<file path="src/rtl/ps2_pkg.sv">
// Shared PS/2 keypad types: frame FSM states, scan-code constants, key map.
// Latency: n/a (types, constants and a pure function only).
// Backpressure: n/a.
package ps2_pkg;

  typedef enum logic [1:0] {
    IDLE   = 2'd0,
    DATA   = 2'd1,
    PARITY = 2'd2,
    STOP   = 2'd3
  } ps2_state_t;

  localparam logic [7:0] SC_BREAK = 8'hF0;  // break prefix
  localparam logic [7:0] SC_EXT   = 8'hE0;  // extended-key prefix
  localparam logic [7:0] SC_BAT   = 8'hAA;  // self-test passed
  localparam logic [7:0] SC_ACK   = 8'hFA;  // command acknowledge
  localparam logic [7:0] SC_OVR0  = 8'h00;  // key detection overrun
  localparam logic [7:0] SC_OVR1  = 8'hFF;  // key detection overrun
  localparam logic [7:0] SC_F1    = 8'h05;  // F1: machine reset request

  // Host scan code -> {hit, keypad index}; the 4x4 block of the host
  // keyboard starting at '1' stands in for the Chip-8 hex pad.
  function automatic logic [4:0] key_map(input logic [7:0] code);
    logic [4:0] r;
    r = 5'd0;
    case (code)
      8'h16: r = {1'b1, 4'h1};
      8'h1E: r = {1'b1, 4'h2};
      8'h26: r = {1'b1, 4'h3};
      8'h25: r = {1'b1, 4'hC};
      8'h15: r = {1'b1, 4'h4};
      8'h1D: r = {1'b1, 4'h5};
      8'h24: r = {1'b1, 4'h6};
      8'h2D: r = {1'b1, 4'hD};
      8'h1C: r = {1'b1, 4'h7};
      8'h1B: r = {1'b1, 4'h8};
      8'h23: r = {1'b1, 4'h9};
      8'h2B: r = {1'b1, 4'hE};
      8'h1A: r = {1'b1, 4'hA};
      8'h22: r = {1'b1, 4'h0};
      8'h21: r = {1'b1, 4'hB};
      8'h2A: r = {1'b1, 4'hF};
      default: r = 5'd0;
    endcase
    return r;
  endfunction

endpackage

</file>
<file path="src/rtl/ps2_line_filter.sv">
// Synchronizes one raw PS/2 line and rejects pulses shorter than FILTER samples.
// Latency: output follows a clean input change 2 + FILTER cycles later.
// Backpressure: none; free-running level output.
module ps2_line_filter #(
  parameter int FILTER = 4
) (
  input  logic clk,
  input  logic res_n,
  input  logic raw_i,
  output logic filt_o
);

  localparam int CW = (FILTER > 2) ? $clog2(FILTER) : 1;
  localparam logic [CW-1:0] CNT_LAST = CW'(FILTER - 1);

  logic          sync1_q;
  logic          sync2_q;
  logic          filt_q;
  logic          filt_d;
  logic [CW-1:0] cnt_q;
  logic [CW-1:0] cnt_d;

  // Two-flop synchronizer; idle PS/2 lines are high, so reset to 1.
  always_ff @(posedge clk or negedge res_n) begin
    if (!res_n) begin
      sync1_q <= 1'b1;
      sync2_q <= 1'b1;
    end else begin
      sync1_q <= raw_i;
      sync2_q <= sync1_q;
    end
  end

  // Flip the filtered value only on the FILTER-th consecutive disagreeing sample.
  always_comb begin
    filt_d = filt_q;
    cnt_d  = '0;
    if (sync2_q != filt_q) begin
      if (cnt_q == CNT_LAST) begin
        filt_d = sync2_q;
      end else begin
        cnt_d = cnt_q + CW'(1);
      end
    end
  end

  // Filter state register.
  always_ff @(posedge clk or negedge res_n) begin
    if (!res_n) begin
      filt_q <= 1'b1;
      cnt_q  <= '0;
    end else begin
      filt_q <= filt_d;
      cnt_q  <= cnt_d;
    end
  end

  assign filt_o = filt_q;

endmodule

</file>
<file path="src/rtl/ps2_keypad.sv">
// PS/2 scan-code set 2 receiver mapping 16 host keys onto the Chip-8 hex keypad.
// Latency: outputs update one cycle after the stop-bit falling edge is seen (fe is FILTER+3 cycles after the raw edge).
// Backpressure: none; events are single-cycle pulses that cannot be stalled.
module ps2_keypad #(
  parameter int          FILTER  = 4,
  parameter logic [15:0] TIMEOUT = 16'd50000
) (
  input  logic        clk,
  input  logic        res_n,
  input  logic        ps2_clk,
  input  logic        ps2_data,
  output logic [15:0] keys,
  output logic        key_event,
  output logic [3:0]  key_code,
  output logic        key_pressed,
  output logic        frame_error,
  output logic        reset_req
);
  import ps2_pkg::*;

  logic clk_f;
  logic data_f;

  ps2_line_filter #(.FILTER(FILTER)) u_clk_filt (
    .clk    (clk),
    .res_n  (res_n),
    .raw_i  (ps2_clk),
    .filt_o (clk_f)
  );

  ps2_line_filter #(.FILTER(FILTER)) u_data_filt (
    .clk    (clk),
    .res_n  (res_n),
    .raw_i  (ps2_data),
    .filt_o (data_f)
  );

  // ---------------------------------------------------------------- edge
  logic clk_prev_q;
  logic fe_q;
  logic fe_d;

  assign fe_d = clk_prev_q & ~clk_f;

  // Registered falling-edge strobe of the filtered PS/2 clock.
  always_ff @(posedge clk or negedge res_n) begin
    if (!res_n) begin
      clk_prev_q <= 1'b1;
      fe_q       <= 1'b0;
    end else begin
      clk_prev_q <= clk_f;
      fe_q       <= fe_d;
    end
  end

  // ---------------------------------------------------------------- frame FSM
  ps2_state_t  state_q, state_d;
  logic [2:0]  bitcnt_q, bitcnt_d;
  logic [7:0]  shift_q, shift_d;
  logic        par_q, par_d;
  logic [15:0] tmo_q, tmo_d;
  logic        byte_vld_q, byte_vld_d;
  logic        err_q, err_d;

  // Frame state and timeout registers.
  always_ff @(posedge clk or negedge res_n) begin
    if (!res_n) begin
      state_q    <= IDLE;
      bitcnt_q   <= 3'd0;
      shift_q    <= 8'd0;
      par_q      <= 1'b0;
      tmo_q      <= 16'd0;
      byte_vld_q <= 1'b0;
      err_q      <= 1'b0;
    end else begin
      state_q    <= state_d;
      bitcnt_q   <= bitcnt_d;
      shift_q    <= shift_d;
      par_q      <= par_d;
      tmo_q      <= tmo_d;
      byte_vld_q <= byte_vld_d;
      err_q      <= err_d;
    end
  end

  // Frame sequencing on fe; the fe cycle itself counts towards the timeout,
  // so an abort lands exactly TIMEOUT cycles after the last fe strobe.
  always_comb begin
    state_d    = state_q;
    bitcnt_d   = bitcnt_q;
    shift_d    = shift_q;
    par_d      = par_q;
    tmo_d      = tmo_q;
    byte_vld_d = 1'b0;
    err_d      = 1'b0;
    if (state_q != IDLE) begin
      tmo_d = tmo_q + 16'd1;
    end
    if (fe_q) begin
      tmo_d = 16'd0;
      case (state_q)
        IDLE: begin
          if (!data_f) begin
            state_d  = DATA;
            bitcnt_d = 3'd0;
          end else begin
            err_d = 1'b1;
          end
        end
        DATA: begin
          shift_d = {data_f, shift_q[7:1]};
          if (bitcnt_q == 3'd7) begin
            state_d = PARITY;
          end else begin
            bitcnt_d = bitcnt_q + 3'd1;
          end
        end
        PARITY: begin
          par_d   = data_f;
          state_d = STOP;
        end
        STOP: begin
          if (data_f && (^{shift_q, par_q})) begin
            byte_vld_d = 1'b1;
          end else begin
            err_d = 1'b1;
          end
          state_d = IDLE;
        end
        default: state_d = IDLE;
      endcase
    end else if ((state_q != IDLE) && (tmo_q == TIMEOUT - 16'd2)) begin
      state_d = IDLE;
      tmo_d   = 16'd0;
      err_d   = 1'b1;
    end
  end

  // ---------------------------------------------------------------- decode
  logic [4:0]  km;
  logic        brk_q, brk_d;
  logic        ext_q, ext_d;
  logic [15:0] keys_q, keys_d;
  logic        key_event_q, key_event_d;
  logic [3:0]  key_code_q, key_code_d;
  logic        key_pressed_q, key_pressed_d;
  logic        reset_req_q, reset_req_d;

  // shift_q stays stable for the cycle after byte_vld_q, so it is the byte.
  assign km = key_map(shift_q);

  // Prefix tracking and keypad update for each received byte.
  always_comb begin
    brk_d         = brk_q;
    ext_d         = ext_q;
    keys_d        = keys_q;
    key_event_d   = 1'b0;
    key_code_d    = key_code_q;
    key_pressed_d = key_pressed_q;
    reset_req_d   = 1'b0;
    if (err_q) begin
      brk_d = 1'b0;
      ext_d = 1'b0;
    end else if (byte_vld_q) begin
      if (shift_q == SC_BREAK) begin
        brk_d = 1'b1;
      end else if (shift_q == SC_EXT) begin
        ext_d = 1'b1;
      end else begin
        brk_d = 1'b0;
        ext_d = 1'b0;
        if ((shift_q == SC_OVR0) || (shift_q == SC_OVR1)) begin
          keys_d = 16'd0;
        end else if ((shift_q == SC_BAT) || (shift_q == SC_ACK)) begin
          keys_d = keys_q;
        end else if (!ext_q) begin
          if (km[4]) begin
            keys_d[km[3:0]] = ~brk_q;
            key_event_d     = 1'b1;
            key_code_d      = km[3:0];
            key_pressed_d   = ~brk_q;
          end else if ((shift_q == SC_F1) && !brk_q) begin
            reset_req_d = 1'b1;
          end
        end
      end
    end
  end

  // Decoder state and output registers.
  always_ff @(posedge clk or negedge res_n) begin
    if (!res_n) begin
      brk_q         <= 1'b0;
      ext_q         <= 1'b0;
      keys_q        <= 16'd0;
      key_event_q   <= 1'b0;
      key_code_q    <= 4'd0;
      key_pressed_q <= 1'b0;
      reset_req_q   <= 1'b0;
    end else begin
      brk_q         <= brk_d;
      ext_q         <= ext_d;
      keys_q        <= keys_d;
      key_event_q   <= key_event_d;
      key_code_q    <= key_code_d;
      key_pressed_q <= key_pressed_d;
      reset_req_q   <= reset_req_d;
    end
  end

  assign keys        = keys_q;
  assign key_event   = key_event_q;
  assign key_code    = key_code_q;
  assign key_pressed = key_pressed_q;
  assign frame_error = err_q;
  assign reset_req   = reset_req_q;

endmodule

</file>
<file path="config.mk">
export PLATFORM = sky130hd
export DESIGN_NAME = ps2_keypad
export DESIGN_NICKNAME = d
export VERILOG_FILES = /design/src/rtl/ps2_pkg.sv /design/src/rtl/ps2_line_filter.sv /design/src/rtl/ps2_keypad.sv
export SDC_FILE = /design/constraint.sdc
export NUM_CORES = 1
export LEC_CHECK = 0
export CORE_MARGIN = 4
export CORE_UTILIZATION = 55
export DETAILED_ROUTE_END_ITERATION = 8
export GPL_ROUTABILITY_DRIVEN = 0
export GPL_TIMING_DRIVEN = 0
export PLACE_DENSITY_LB_ADDON = 0.08
export RECOVER_POWER = 100
export SLEW_MARGIN = 20
export SYNTH_ARGS = -nofsm -noshare
export SYNTH_HDL_FRONTEND = slang
export SYNTH_SLANG_ARGS = --single-unit
export TNS_END_PERCENT = 20
</file>
<file path="constraint.sdc">
create_clock -name clk -period 3.49 [get_ports clk]
set_input_delay 0.698 -clock clk [delete_from_list [all_inputs] [get_ports clk]]
set_output_delay 0.698 -clock clk [all_outputs]
set_load 0.03 [all_outputs]
</file>
# ---- After elaboration in Yosys (flattened, before gate mapping)
# Memories as Yosys holds them, arrays and structs flattened.
# Index checks and enable logic that the tools add are counted.
dict set report op_classes {
  n_lt_le_gt_ge 2
  n_addsub 4
  n_eq_ne 23
  reduce_logical 27
  bitwise_logic 9
  muxes 56
}
# operator n
set ops {}
lappend ops {{16-bit 2-to-1 mux} 7}
lappend ops {{8-bit == test (second input constant)} 5}
lappend ops {{1-bit 2-to-1 mux} 33}
lappend ops {{16-bit by 1-bit adder with 16-bit output (second input constant)} 1}
lappend ops {{16-bit bitwise mux} 1}
lappend ops {{16-bit == test (second input constant)} 1}
lappend ops {{2-bit 2-to-1 mux} 8}
lappend ops {{2-bit AND reduction} 6}
lappend ops {{2-bit nonzero test} 5}
lappend ops {{3-bit inequality test (second input constant)} 3}
lappend ops {{9-bit parity} 1}
lappend ops {{2-bit == test (second input constant)} 4}
lappend ops {{8-bit by 3-bit == test with 1-bit output (second input constant)} 1}
lappend ops {{8-bit zero test} 1}
lappend ops {{2-bit inequality test (second input constant)} 4}
lappend ops {{1-bit inverter} 8}
lappend ops {{2-bit one-hot mux with 4 select lines} 1}
lappend ops {{8-bit AND reduction} 1}
lappend ops {{7-bit AND reduction} 1}
lappend ops {{3-bit 2-to-1 mux} 2}
lappend ops {{3-bit one-hot mux with 2 select lines} 1}
lappend ops {{4-bit by 5-bit < comparator with 1-bit output (second input constant)} 1}
lappend ops {{5-bit 2-to-1 mux} 1}
lappend ops {{2-bit by 1-bit adder with 2-bit output (second input constant)} 2}
lappend ops {{other kinds (16)} 22}
dict set report totals {
  register_bits 69
  input_bits 4
  romBits 320
  memories 1
  out_inout_bits 24
  elab_cells 146
}
# name words width read_ports rd_ports_with_merged_regs write_ports line
set memory_table {}
lappend memory_table {{(no name shown)} 64 5 1 0 0 ps2_pkg.sv:26} ;# case (code)

# ---- Depth between registers and ports, before layout
# Gate-level depths: netlist (run 1).
dict set report depth {
  depth_word 11
  depth_mapped 9
  ltp_nobuf 8
}

# ---- Cells and area by module
# From an unflattened synthesis (run 1), not the netlist that was laid out.
dict set report unflattened {
  hier_cells 375
  hier_area_um2 3827.4
}
# mod seq_area_each_um2 area_each_um2 instances cells_per_inst
set by_module_without_submodules {}
lappend by_module_without_submodules {ps2_keypad 1477.7 3472.1 1 355}
lappend by_module_without_submodules {ps2_line_filter 128.9 177.7 2 10}

# ---- Worst setup path after synthesis (run 1)
# OpenSTA, ideal clock, no wires.
dict set report synth_path {
  kind {register to register}
  from {reg shift_q[1]}
  to {reg keys_q[1], in the netlist keys[1]}
  required_time_ps 3351
  setup_slack_ps 1406
  path_stages_with_launch 10
  period_less_slack_ps 2084
  setup_time_ps 139
  path_buffers 1
  arrival_ps 1945
  cell_sequence {dfrtp_1 -> inv_1 -> ha_1 -> nand2b_1 -> nor4_4 -> o21bai_2 -> a21boi_4 -> buf_6 -> o311ai_1 -> o31ai_1}
}
dict set report synth_via {
  elab_chain_len 11
  word_cells_on_any_way 26
  cone_classes {2 x order compare; 7 x eq/ne; 8 x mux; 2 x bitwise; 6 x reduce/logical; 1 x memory}
}
# item line
set synth_lines {}
lappend synth_lines {{start, declared} ps2_keypad.sv:59} ;# logic [7:0] shift_q, shift_d;
lappend synth_lines {{start signal, assigned} ps2_keypad.sv:78} ;# shift_q <= shift_d;
lappend synth_lines {{memory 64 x 5 bit} -}
lappend synth_lines {{5-bit 2-to-1 mux} ps2_pkg.sv:26}
lappend synth_lines {{4-bit by 5-bit < comparator with 1-bit output (not written as such) or 4-bit by 1-bit greater-or-equal comparator with 1-bit output (tied branches)} ps2_keypad.sv:178} ;# keys_d[km[3:0]] = ~brk_q;
lappend synth_lines {{1-bit logical AND (not written as such)} ps2_keypad.sv:178}
lappend synth_lines {{1-bit 2-to-1 mux (not written as such)} ps2_keypad.sv:178}
lappend synth_lines {{1-bit demux with 4-bit select} ps2_keypad.sv:178}
lappend synth_lines {{16-bit bitwise mux} ps2_keypad.sv:178}
lappend synth_lines {{16-bit 2-to-1 mux} ps2_keypad.sv:177} ;# if (km[4]) begin
lappend synth_lines {{16-bit 2-to-1 mux} ps2_keypad.sv:176} ;# end else if (!ext_q) begin
lappend synth_lines {{16-bit 2-to-1 mux} ps2_keypad.sv:174} ;# end else if ((shift_q == SC_BAT) || (shift_q == SC_ACK)) begin
lappend synth_lines {{16-bit 2-to-1 mux} ps2_keypad.sv:172} ;# if ((shift_q == SC_OVR0) || (shift_q == SC_OVR1)) begin
lappend synth_lines {{end signal, assigned} ps2_keypad.sv:203} ;# keys_q <= keys_d;
lappend synth_lines {{end, declared} ps2_keypad.sv:143} ;# logic [15:0] keys_q, keys_d;
# Parallel ways exist; a longest one is shown, timed or not. The select of a mux whose other input is x is not followed.
# A chain may end at the register's enable or synchronous reset.

# ---- Worst setup path in the final report (run 1)
dict set report layout_path {
  from {reg shift_q[1]}
  to {reg keys_q[3], in the netlist keys[3]}
}
# Same word-level chain as after synthesis.

==> metrics.csv, run 1 <==
stage,metric,value,unit
power_and_ir_drop,power_leakage,1.91,nW
floorplanning,core-area,6350,µm²
setup_path,start_kind,flop,
grt,grt.met3_usage,4.75,%
grt,gr-total-overflow,0,
clock_network,htree_num_levels,3,
clock_network,clk_pin_slew,0.07,ns
grt,grt_busiest_layer,met2,
yosys,syn_area_per_cell,10.3,µm²
clock_network,cts_tree,done,
yosys,synth_top_cell_by_area,dfrtp_1,
grt,grt_use_met2,34.4,%
status,violations,"max-capacitance violations, max-slew violations",
clock_network,cts_buffer_depth,2,
cells_and_area,num_antenna_cells,0,
floorplanning,die_area,7860,µm²
grt,antenna_found_initial,0,
setup_path,cp.arrival,3.12,ns
timing,skew,0.00558,ns
yosys,synth_fa_ha_area_share,5.59,%
hold_path,min_from,u_clk_filt.sync1_q$_DFF_PN1_,
timing,slew_violations,33,
routing,drt_iter0_markers,74,
yosys,synth_area_leaders,"dfrtp_1 43%, ha_1 5.6%, dfstp_2 5.1%, nand2_1 3.9%, mux2_2 3.8%",
yosys,synthArstFlopShare,100,%
yosys,netlist_area,3580,µm²
yosys,synth_edf_count,0,
routing,drtPass1Iterations,4,
routing,avgViaCountPerCell,5.73,
setup_path,max_stage_delay,0.75,ns
timing,tns,0,ns
cells_and_area,drive_gt1_share,11.5,%
timing,grt_setup_unrepaired,false,
setup_path,end_kind,flop,
clock_network,insertion_delay,0.34,ns
yosys,synth_simple_gate_area_share,19.9,%
routing,detail-route-antenna-nets,0,
yosys,synthMuxAreaShare,3.77,%
run,maxCapViolations,1,
grt,grt.total_usage,20.4,%
yosys,synth-compound-area-share,14.3,%
status,status,"complete, but fails checks",
cells_and_area,final_common_cell,dfrtp_1,
floorplanning,ios,28,
timing,timing.final.crit_share,82.4,%
power_and_ir_drop,vdd_drop_max,0.000485,V
setup_path,slowest_stage,o311ai_0,
routing,routed_wl,7190,µm
grt,met1_usage,25.7,%
floorplanning,die_w,88.7,µm
cells_and_area,area_delta_synth_final,16.0,%
timing,timing.hold.ws,0.357,ns
yosys,synth_top_cell_area_share,43.3,%
yosys,ys_ff_latch,69,
clock_network,cts_hold_buf,0,
timing,worst_pin_slew,1.64,ns
setup_path,path_cells,"inv_1, ha_1, nand2b_1, o311ai_0, o21bai_1, a21boi_4, buf_6, o311ai_0, o31ai_1",
yosys,synth_top_family_by_area,simple AND/OR/NAND/NOR gates,
timing,min_period,2.88,ns
yosys,syn-num-nets,368,
grt,grt_pass1_vias,2695,
setup_path,critPathRequiredTime,3.74,ns
floorplanning,die_h,88.7,µm
setup_path,cpMostUsedCell,o311ai_0,
setup_path,timing.rr.start,shift_q[1]$_DFFE_PN0P_,
yosys,yosys_warnings,0,
timing,setup_viol_count_final,0,
place,io_buffers,27,
floorplanning,rows,29,
routing,wl_per_cell,15.3,µm
floorplanning,start_util,56.4,%
clock_network,post_cts_buffers,0,
setup_path,path_max_fanout,10,
clock_network,root_buffer,clkbuf_8,
clock_network,numCtsBuffers,9,
timing,hold_viol,0,
grt,grt_pass1_wl,12500,µm
setup_path,path_class,reg -> reg,
power_and_ir_drop,powerDensity,619,nW/µm²
hold_path,hp-class,reg -> reg,
yosys,syn_inst,348,
setup_path,startpoint,shift_q[1]$_DFFE_PN0P_,
timing,fmaxAchievable,348,MHz
cells_and_area,nets,407,
clock_network,cts_resized,0,
timing,slew_headroom,-9.57,%
yosys,ys.flop_type,dfrtp_1,
clock_network,clkSinkCount,69,
routing,drc_errors,0,
place,hpwl,5280,µm
routing,route.vias.total,2688,
yosys,synth-xor-area-share,5.14,%
yosys,ys_seq_area_share,48.5,%
cells_and_area,final_cell_mix,"62 x dfrtp_1, 37 x nand2_1, 26 x dlygate4sd3_1",
grt,grt_max_degree,39,
yosys,synth_cell_types,51,
where the power goes:
part | leakage, nW | switching (mW) | total, mW | internal, mW
clock network | 0.108 | 0.291 | 0.715 | 0.424
registers | 0.920 | 0.122 | 1.06 | 0.935
logic | 0.880 | 0.470 | 0.798 | 0.328
cell type report:
type / count / area, µm²
multi-input cells: 257 / 1730
repair buffers: 28 / 269
clock buffers: 13 / 149
fillers: 529 / 2200
plain buffers: 10 / 56.3
clock inverters: 3 / 68.8
flip-flops and latches: 69 / 1740
inverters: 12 / 45.0
well taps: 77 / 96.3
flip-flops by register name (all words and copies together), names as in the netlist, 2 cells and up:
| register | flops |
|---|---|
| tmo_q | 16 |
| u_clk_filt.cnt_q | 2 |
| keys | 16 |
| u_data_filt.cnt_q | 2 |
| bitcnt_q | 3 |
| key_code | 4 |
| state_q | 2 |
| shift_q | 8 |
layer usage:
metal / vias to the layer above / part of all wire (%)
li1: 1324 / -
met1: 1306 / 45
met2: 52 / 50
met3: 6 / 4.2
met4: 0 / 0.58
met5: - / 0
logic make-up after synthesis:
| logic type | count (synthesis) |
|---|---|
| simple gates | 136 |
| compound gates | 72 |
| mux | 12 |
| flops | 69 |
| buf+inv | 22 |
| fa+ha+maj | 16 |
| xor+xnor | 21 |
synth_stat cells (6+ instances only):
cell type	number
xnor2_1	13
dfstp_2	7
xor2_1	8
nand2_1	37
mux2_2	12
nand3_1	14
nor2b_1	8
nor2_1	24
dfrtp_1	62
inv_1	12
and3_1	6
nor3_1	14
a21oi_1	9
ha_1	16
o21ai_0	21
worst max-delay path: cells and delay by family (launching register included):
kind / cells / cell delay (ns)
AOI/OAI and AO/OA: 5 / 1.69
DFF: 1 / 0.46
buffers and inverters: 2 / 0.33
adders and majority gates: 1 / 0.16
and+or+nand+nor: 1 / 0.15
metrics by stage:
| step | setup WS (ns) | cells | util, % | instance area (µm²) | total power, mW |
|---|---|---|---|---|---|
| after global routing | 0.435 | 469 | 65.4 | 4150 | 2.76 |
| after detailed placement | 1.02 | 453 | 62.4 | 3960 | 1.89 |
| after floorplan | 1.41 | 348 | - | 3580 | 1.68 |
| after CTS | 0.988 | 469 | 65.9 | 4180 | 2.61 |
| final | 0.613 | 469 | 65.4 | 4150 | 2.57 |
| after global placement | -0.532 | 452 | 62.1 | 3950 | 1.85 |
worst paths after layout:
kind / to / slack [ns] / cells after the start
min in group asynchronous: keys[10]$_DFFE_PN0P_ / 0.76 / 1
worst min-delay path: u_clk_filt.sync2_q$_DFF_PN1_ / 0.36 / 0
worst max-delay path: keys[3]$_DFFE_PN0P_ / 0.61 / 9
worst min register to register: u_clk_filt.sync2_q$_DFF_PN1_ / 0.36 / 0
worst max register to register: keys[3]$_DFFE_PN0P_ / 0.61 / 9
max in group asynchronous: state_q[1]$_DFFE_PN0P_ / 1.05 / 2
Note: power is estimated with default switching activity, not from simulation.
==> inputs of run 2 (changes only) <==
--- a/config.mk
+++ b/config.mk
@@ -6,7 +6,7 @@
 export NUM_CORES = 1
 export LEC_CHECK = 0
 export CORE_MARGIN = 4
-export CORE_UTILIZATION = 55
+export CORE_UTILIZATION = 53
 export DETAILED_ROUTE_END_ITERATION = 8
 export GPL_ROUTABILITY_DRIVEN = 0
 export GPL_TIMING_DRIVEN = 0
==> constraint.sdc (replaced) <==
create_clock -name clk -period 2.4 [get_ports clk]
set_input_delay 0.48 -clock clk [delete_from_list [all_inputs] [get_ports clk]]
set_output_delay 0.48 -clock clk [all_outputs]
set_load 0.03 [all_outputs]
==> run 2 against run 1 <==
  * The run now ends clean
  * Final area is 3.8% higher
  * Clock power is 50% higher
  * Register-to-register slack worse by 0.54 ns
  * Utilization is 1.3 points higher
  * Total power is 50% higher
  * Non-clock buffer count is 10 higher
  * Via count is 3.5% higher
  * Largest power group unchanged
  * Highest routed layer unchanged
==> metrics.csv, run 2 (same netlist as run 1, synthesis figures left out) <==
stage,metric,value,unit,change
routing,detail-route-antenna-nets,0,,unchanged
routing,drc_errors,0,,unchanged
setup_path,timing.rr.start,shift_q[5]$_DFFE_PN0P_,,
floorplanning,die_h,90.2,µm,+1.7%
timing,tns,0,ns,unchanged
floorplanning,rows,29,,unchanged
run,maxCapViolations,0,,-1
floorplanning,ios,28,,unchanged
place,hpwl,5160,µm,-2.2%
power_and_ir_drop,pwr-share-comb,32.2,%,+1.2 points
cells_and_area,num-fill-cells,511,,-3.4%
grt,gr-total-overflow,0,,unchanged
setup_path,end_kind,flop,,
timing,slew_violations,0,,-100%
timing,setup_viol_count_final,0,,unchanged
setup_path,path_cells,"and2b_1, o21ai_0, a211oi_2, o211ai_1, o311ai_0, o21ai_0",,
grt,antenna_found_initial,0,,unchanged
setup_path,cp.arrival,2.54,ns,-0.58 ns
setup_path,max_stage_delay,0.45,ns,-0.30 ns
setup_path,start_kind,flop,,
clock_network,htree_num_levels,3,,unchanged
setup_path,cpMostUsedCell,o21ai_0,,
hold_path,min_to,u_clk_filt.sync2_q$_DFF_PN1_,,
floorplanning,die_area,8130,µm²,+3.4%
timing,slew_headroom,15.0,%,+25 points
clock_network,cts_buffer_depth,2,,unchanged
setup_path,path_class,reg -> reg,,
power_and_ir_drop,power_leakage,1.96,nW,+2.8%
power_and_ir_drop,switching_share,36.0,%,+1.7 points
clock_network,cts_hold_buf,0,,unchanged
routing,wl_per_cell,15.7,µm,+2.3%
timing,fmaxAchievable,430,MHz,+24%
clock_network,cts_tree,done,,
grt,grt.total_usage,19.2,%,-1.1 points
place,io_buffers,27,,unchanged
routing,routed_wl,7510,µm,+4.5%
power_and_ir_drop,p_int,2.46,mW,+46%
grt,grt_pass1_wl,12800,µm,+2.5%
hold_path,min_from,u_clk_filt.sync1_q$_DFF_PN1_,,
cells_and_area,final_common_cell,dfrtp_1,,
status,status,"complete, no violations",,
timing,skew,0.00657,ns,+0.000991 ns
cells_and_area,final_cell_mix,"60 x dfrtp_1, 36 x nand2_1, 26 x dlygate4sd3_1",,
setup_path,slowest_stage,dfrtp_1,,
power_and_ir_drop,power_frac_seq,40.0,%,-1.1 points
place,place_inst,453,,unchanged
clock_network,clk_pin_slew,0.08,ns,about the same
routing,avgViaCountPerCell,5.81,,+1.3%
routing,drtPass1Iterations,4,,unchanged
floorplanning,core-area,6460,µm²,+1.7%
hold_path,min_path_cells,0,,unchanged
setup_path,critPathRequiredTime,2.61,ns,-1.13 ns
power_and_ir_drop,switching_power,1.39,mW,+57%
timing,min_period,2.33,ns,-0.550 ns
setup_path,worst-r2r-cell-count,6,,-3
cells_and_area,num_antenna_cells,0,,unchanged
power_and_ir_drop,powerDensity,893,nW/µm²,+44%
clock_network,root_buffer,clkbuf_8,,
cells_and_area,drive_gt1_share,17.2,%,+5.7 points
clock_network,clkSinkCount,69,,unchanged
cells_and_area,area_delta_synth_final,20.4,%,
cells_and_area,fin_cells,479,,+2.1%
routing,route.vias.total,2781,,+3.5%
setup_path,r2r_slack,0.07,ns,-0.54 ns
timing,worst_pin_slew,1.27,ns,-0.369 ns
clock_network,numCtsBuffers,9,,unchanged
floorplanning,start_util,55.4,%,-0.95 points
setup_path,path_max_fanout,7,,-3
timing,timing.hold.ws,0.358,ns,+0.00151 ns
hold_path,hp-class,reg -> reg,,
grt,grt_max_degree,49,,+26%
power_and_ir_drop,clkPwrFrac,27.8,%,about the same
power_and_ir_drop,vdd_drop_max,0.000553,V,+14%
grt,grt_pass1_vias,2683,,-0.45%
timing,hold_viol,0,,unchanged
setup_path,r2r_end,keys[5]$_DFFE_PN0P_,,
timing,timing.final.crit_share,97.0,%,+15 points
clock_network,insertion_delay,0.35,ns,about the same
power_and_ir_drop,total_power,3.85,mW,+50%
floorplanning,die_w,90.2,µm,+1.7%
cells_and_area,nets,417,,+2.5%
routing,drt_iter0_markers,144,,+95%
==> run 2: changes by cell type in the layout (fill, tap and decap cells not counted), sizes merged <==
cell,change
clkinv,+1
buf,+12
inv,+1
clkinvlp,+2
clkbuf,-6
==> run 2: worst max path at each step <==
stage                      startpoint                      end  slack (ns)  depth (start not counted)
6_report       shift_q[5]$_DFFE_PN0P_      keys[5]$_DFFE_PN0P_        0.07                          6
3_5_place_dp   shift_q[1]$_DFFE_PN0P_      keys[2]$_DFFE_PN0P_        0.02                          8
5_1_grt        shift_q[1]$_DFFE_PN0P_      keys[5]$_DFFE_PN0P_       -0.07                          8
4_1_cts        shift_q[1]$_DFFE_PN0P_      keys[5]$_DFFE_PN0P_        0.03                          8
3_3_place_gp                    res_n  bitcnt_q[1]$_DFFE_PN0P_       -1.41                          1
2_1_floorplan  shift_q[1]$_DFFE_PN0P_      keys[1]$_DFFE_PN0P_        0.32                          9
==> run 2: power groups by stage <==
stage               registers, mW  clock network, mW  logic (mW)
finish                       1.54               1.07        1.24
global placement             1.55                  0        1.14
floorplan                    1.53                  0       0.911
global route                 1.57               1.14        1.40
CTS                          1.54               1.08        1.19
detailed placement           1.56                  0        1.17
==> run 2: worst max-delay path, delay by kind of cell (launching register included) <==
kind | cells | cell delay (ns)
AND/OR/NAND/NOR | 1 | 0.36
flip-flops | 1 | 0.45
AO/OA/AOI/OAI | 5 | 1.37
==> run 2: per-stage QoR <==
step                      setup slack, ns  cell area, µm²  util (%)
after floorplan                     0.316            3580         -
after global routing              -0.0680            4310      66.7
after global placement              -1.41            3950      61.1
final                              0.0731            4310      66.7
after detailed placement           0.0221            3970      61.5
after CTS                          0.0253            4210      65.2
==> run 2: routing by layer <==
| layer | vias up | part of all wire [%] | GRT usage, % |
|---|---|---|---|
| met5 | - | 0 | 0 |
| met4 | 0 | 1.9 | 8.80 |
| met3 | 14 | 3.9 | 3.26 |
| met2 | 67 | 49 | 30.9 |
| met1 | 1352 | 46 | 25.5 |
| li1 | 1348 | - | - |
==> run 2: cell type report <==
cell class / count / area, µm² / share of cell area, %
multi-input combinational: 257 / 1780 / 41.4
buffer: 10 / 57.6 / 1.34
timing repair buffer: 38 / 367 / 8.51
clock buffer: 9 / 124 / 2.87
tap: 77 / 96.3 / 2.24
clock inverter: 7 / 97.6 / 2.26
sequential: 69 / 1740 / 40.3
inverter: 12 / 45.0 / 1.05
==> run 2: timing repair <==
action / in CTS / in global routing
pin swaps: 1 / 3
setup endpoints to repair: 1 / 29
hold endpoints to repair: 0 / 0
setup buffers: 0 / 10
gates resized for setup: 2 / 13
==> inputs of run 3 (changes only) <==
--- a/config.mk
+++ b/config.mk
@@ -15,5 +15,6 @@
 export SLEW_MARGIN = 20
 export SYNTH_ARGS = -nofsm -noshare
 export SYNTH_HDL_FRONTEND = slang
+export SYNTH_HIERARCHICAL = 1
 export SYNTH_SLANG_ARGS = --single-unit
 export TNS_END_PERCENT = 20
==> run 3 against run 2 <==
  * Count of clock-buffer cells in the layout is the same
  * Via count up 6.4%
  * Clock power is essentially flat
  * Cell count increased by 8.8%
  * Critical endpoint is now keys[4]$_DFFE_PN0P_
==> metrics.csv, run 3 <==
stage,metric,value,unit,change
cells_and_area,num_antenna_cells,0,,unchanged
setup_path,cpMostUsedCell,buf_4,,
clock_network,cts_tree,done,,
yosys,syn-num-nets,395,,+7.3%
routing,avgViaCountPerCell,5.68,,-2.1%
timing,grt_setup_unrepaired,true,,
run,maxCapViolations,0,,unchanged
yosys,synth_edf_count,0,,unchanged
clock_network,cts_buffer_depth,2,,unchanged
setup_path,cp.arrival,2.56,ns,+0.02 ns
hold_path,hp-class,reg -> reg,,
yosys,ys.flop_type,dfrtp_1,,
timing,slew_headroom,5.25,%,-9.8 points
cells_and_area,drive_gt1_share,20.7,%,+3.5 points
floorplanning,die_w,93.0,µm,+3.1%
place,place_area,4240,µm²,+6.6%
setup_path,end_kind,flop,,
yosys,synth_common_cells,"62 x dfrtp_1, 34 x nand2_1, 30 x nor2_1",,
clock_network,htree_num_levels,3,,unchanged
timing,slew_violations,0,,unchanged
routing,detail-route-antenna-nets,0,,unchanged
status,status,"complete, no violations",,
cells_and_area,final_cell_mix,"59 x dfrtp_1, 33 x nand2_1, 30 x nor2_1",,
clock_network,clkSinkCount,69,,unchanged
grt,grt.total_usage,20.2,%,+0.99 points
setup_path,path_max_fanout,10,,+3
timing,timing.final.crit_share,97.7,%,+0.75 points
timing,min_period,2.34,ns,+0.0181 ns
timing,skew,0.0111,ns,+0.00448 ns
setup_path,path_class,reg -> reg,,
setup_path,path_cells,"buf_4, inv_1, ha_1, nand2b_1, and3_1, a22o_1, buf_4, o311ai_2, o211ai_1",,
yosys,syn_inst,375,,+7.8%
cells_and_area,final_common_cell,dfrtp_1,,
cells_and_area,fin_area,4600,µm²,+6.7%
floorplanning,die_area,8650,µm²,+6.3%
power_and_ir_drop,p_int,2.62,mW,+6.5%
timing,worst_pin_slew,1.42,ns,+0.147 ns
cells_and_area,nets,440,,+5.5%
place,hpwl,5620,µm,+8.9%
yosys,yosys_warnings,6,,+6
timing,setup_viol_count_final,0,,unchanged
cells_and_area,fin_cells,521,,+8.8%
power_and_ir_drop,switching_power,1.53,mW,+11%
timing,timing.hold.ws,0.360,ns,+0.00182 ns
place,pre_cts_ws,-0.148,ns,-0.170 ns
yosys,ys_seq_area_share,45.3,%,-3.1 points
routing,drt_iter0_markers,128,,-11%
floorplanning,rows,30,,+3.4%
routing,routed_wl,8150,µm,+8.6%
clock_network,clk_pin_slew,0.08,ns,about the same
clock_network,root_buffer,clkbuf_8,,
routing,route.vias.total,2960,,+6.4%
setup_path,slowest_stage,dfrtp_2,,
timing,setup_slack,0.0551,ns,-0.0181 ns
setup_path,max_stage_delay,0.37,ns,-0.08 ns
clock_network,insertion_delay,0.35,ns,about the same
timing,hold_viol,0,,unchanged
clock_network,numCtsBuffers,9,,unchanged
power_and_ir_drop,clkPwrFrac,26.4,%,-1.4 points
routing,wl_per_cell,15.6,µm,-0.19%
power_and_ir_drop,powerDensity,904,nW/µm²,+1.2%
routing,drtPass1Iterations,4,,unchanged
yosys,synthArstFlopShare,100,%,unchanged
yosys,syn_area_per_cell,10.2,µm²,-0.78%
power_and_ir_drop,pwr-share-comb,36.8,%,+4.6 points
floorplanning,ios,28,,unchanged
floorplanning,core-area,6910,µm²,+6.9%
setup_path,crit_buf_inv,3,,+3
yosys,synth_cell_types,65,,+27%
grt,grt_max_degree,44,,-10%
power_and_ir_drop,switching_share,36.9,%,+0.89 points
place,io_buffers,27,,unchanged
yosys,ys_ff_latch,69,,unchanged
cells_and_area,area_delta_synth_final,20.2,%,
yosys,synth_top_cell_by_area,dfrtp_1,,
timing,fmaxAchievable,426,MHz,-0.77%
power_and_ir_drop,power_frac_seq,36.8,%,-3.2 points
yosys,synth_top_cell_area_share,40.5,%,-2.8 points
grt,grt_pass1_wl,13900,µm,+9.0%
yosys,synth_area_leaders,"dfrtp_1 41%, ha_1 5.2%, dfstp_2 4.8%, nand2_1 3.3%, xnor2_1 3.2%",,
floorplanning,start_util,55.4,%,about the same
routing,drc_errors,0,,unchanged
power_and_ir_drop,power_leakage,1.97,nW,+0.44%
grt,gr-total-overflow,0,,unchanged
yosys,synth_most_common_cell,dfrtp_1,,
grt,grt_pass1_vias,2985,,+11%
setup_path,start_kind,flop,,
yosys,netlist_area,3830,µm²,+6.9%
grt,antenna_found_initial,0,,unchanged
setup_path,critPathRequiredTime,2.61,ns,about the same
floorplanning,die_h,93.0,µm,+3.1%
place,place_inst,499,,+10%
setup_path,cp_top_family,compound AO/OA/AOI/OAI gates,,
power_and_ir_drop,vdd_drop_max,0.000507,V,-8.3%
-- run 3: power by group through the flow --
stage | clock network [mW] | registers, mW | logic (mW)
floorplan | 0 | 1.52 | 1.14
global placement | 0 | 1.55 | 1.42
detailed placement | 0 | 1.56 | 1.45
CTS | 1.12 | 1.54 | 1.48
global route | 1.18 | 1.57 | 1.71
finish | 1.10 | 1.53 | 1.53
-- run 3: worst register-to-register path: stages (launching register included) --
cell and delay (ns):
dfrtp_2 0.37, buf_4 0.17, inv_1 0.08, ha_1 0.22
nand2b_1 0.18, and3_1 0.19, a22o_1 0.28, buf_4 0.22
o311ai_2 0.34, o211ai_1 0.16
-- run 3: what timing repair did --
item | 4_1_cts | 5_1_grt
setup endpoints to repair | 20 | 20
hold buffers | 0 | 0
pin swaps | 0 | 3
gates resized for setup | 3 | 25
setup buffers | 5 | 2
-- run 3: area by class of cell --
class	instances	area [µm²]
inverters	13	51.3
plain buffers	16	103
flip-flops and latches	69	1740
multi-input cells	276	2020
repair buffers	35	337
well taps	96	120
clock inverters	7	104
clock buffers	9	124
fillers	564	2310
-- run 3: metrics by stage --
stage	TNS [ns]	util, %	power (mW)
2_1_floorplan	0	-	2.66
3_3_place_gp	-97.48	61.1	2.97
3_5_place_dp	-2.18	61.3	3.01
4_1_cts	0	65.2	4.14
5_1_grt	-0.0638	66.6	4.46
6_report	0	66.6	4.16
-- run 3: cell families after synthesis --
logic type | share of synthesized area [%]
adder cells (fa/ha/maj) | 5.23
multiplexers | 5.17
flip-flops | 45.3
AND/OR/NAND/NOR | 18.6
XOR/XNOR | 5.26
buffers and inverters | 3.89
AO/OA/AOI/OAI | 16.5
-- run 3: final timing paths --
check	from	to	slack, ns	cells past startpoint
worst max-delay path	shift_q[2]$_DFFE_PN0P_	keys[4]$_DFFE_PN0P_	0.06	9
worst min-delay path	u_data_filt/sync1_q$_DFF_PN1_	u_data_filt/sync2_q$_DFF_PN1_	0.36	0
max in group asynchronous	res_n	shift_q[2]$_DFFE_PN0P_	0.57	2
worst min register to register	u_data_filt/sync1_q$_DFF_PN1_	u_data_filt/sync2_q$_DFF_PN1_	0.36	0
worst max register to register	shift_q[2]$_DFFE_PN0P_	keys[4]$_DFFE_PN0P_	0.06	9
min in group asynchronous	res_n	keys[5]$_DFFE_PN0P_	0.44	1
-- run 3: metal layers --
layer  vias to the layer above  track usage (%)  wire length [µm]
li1                       1437                -                 -
met1                      1434             25.7              3610
met2                        67             32.7              4040
met3                        22             4.42               292
met4                         0             10.0               210
met5                         -                0                 0
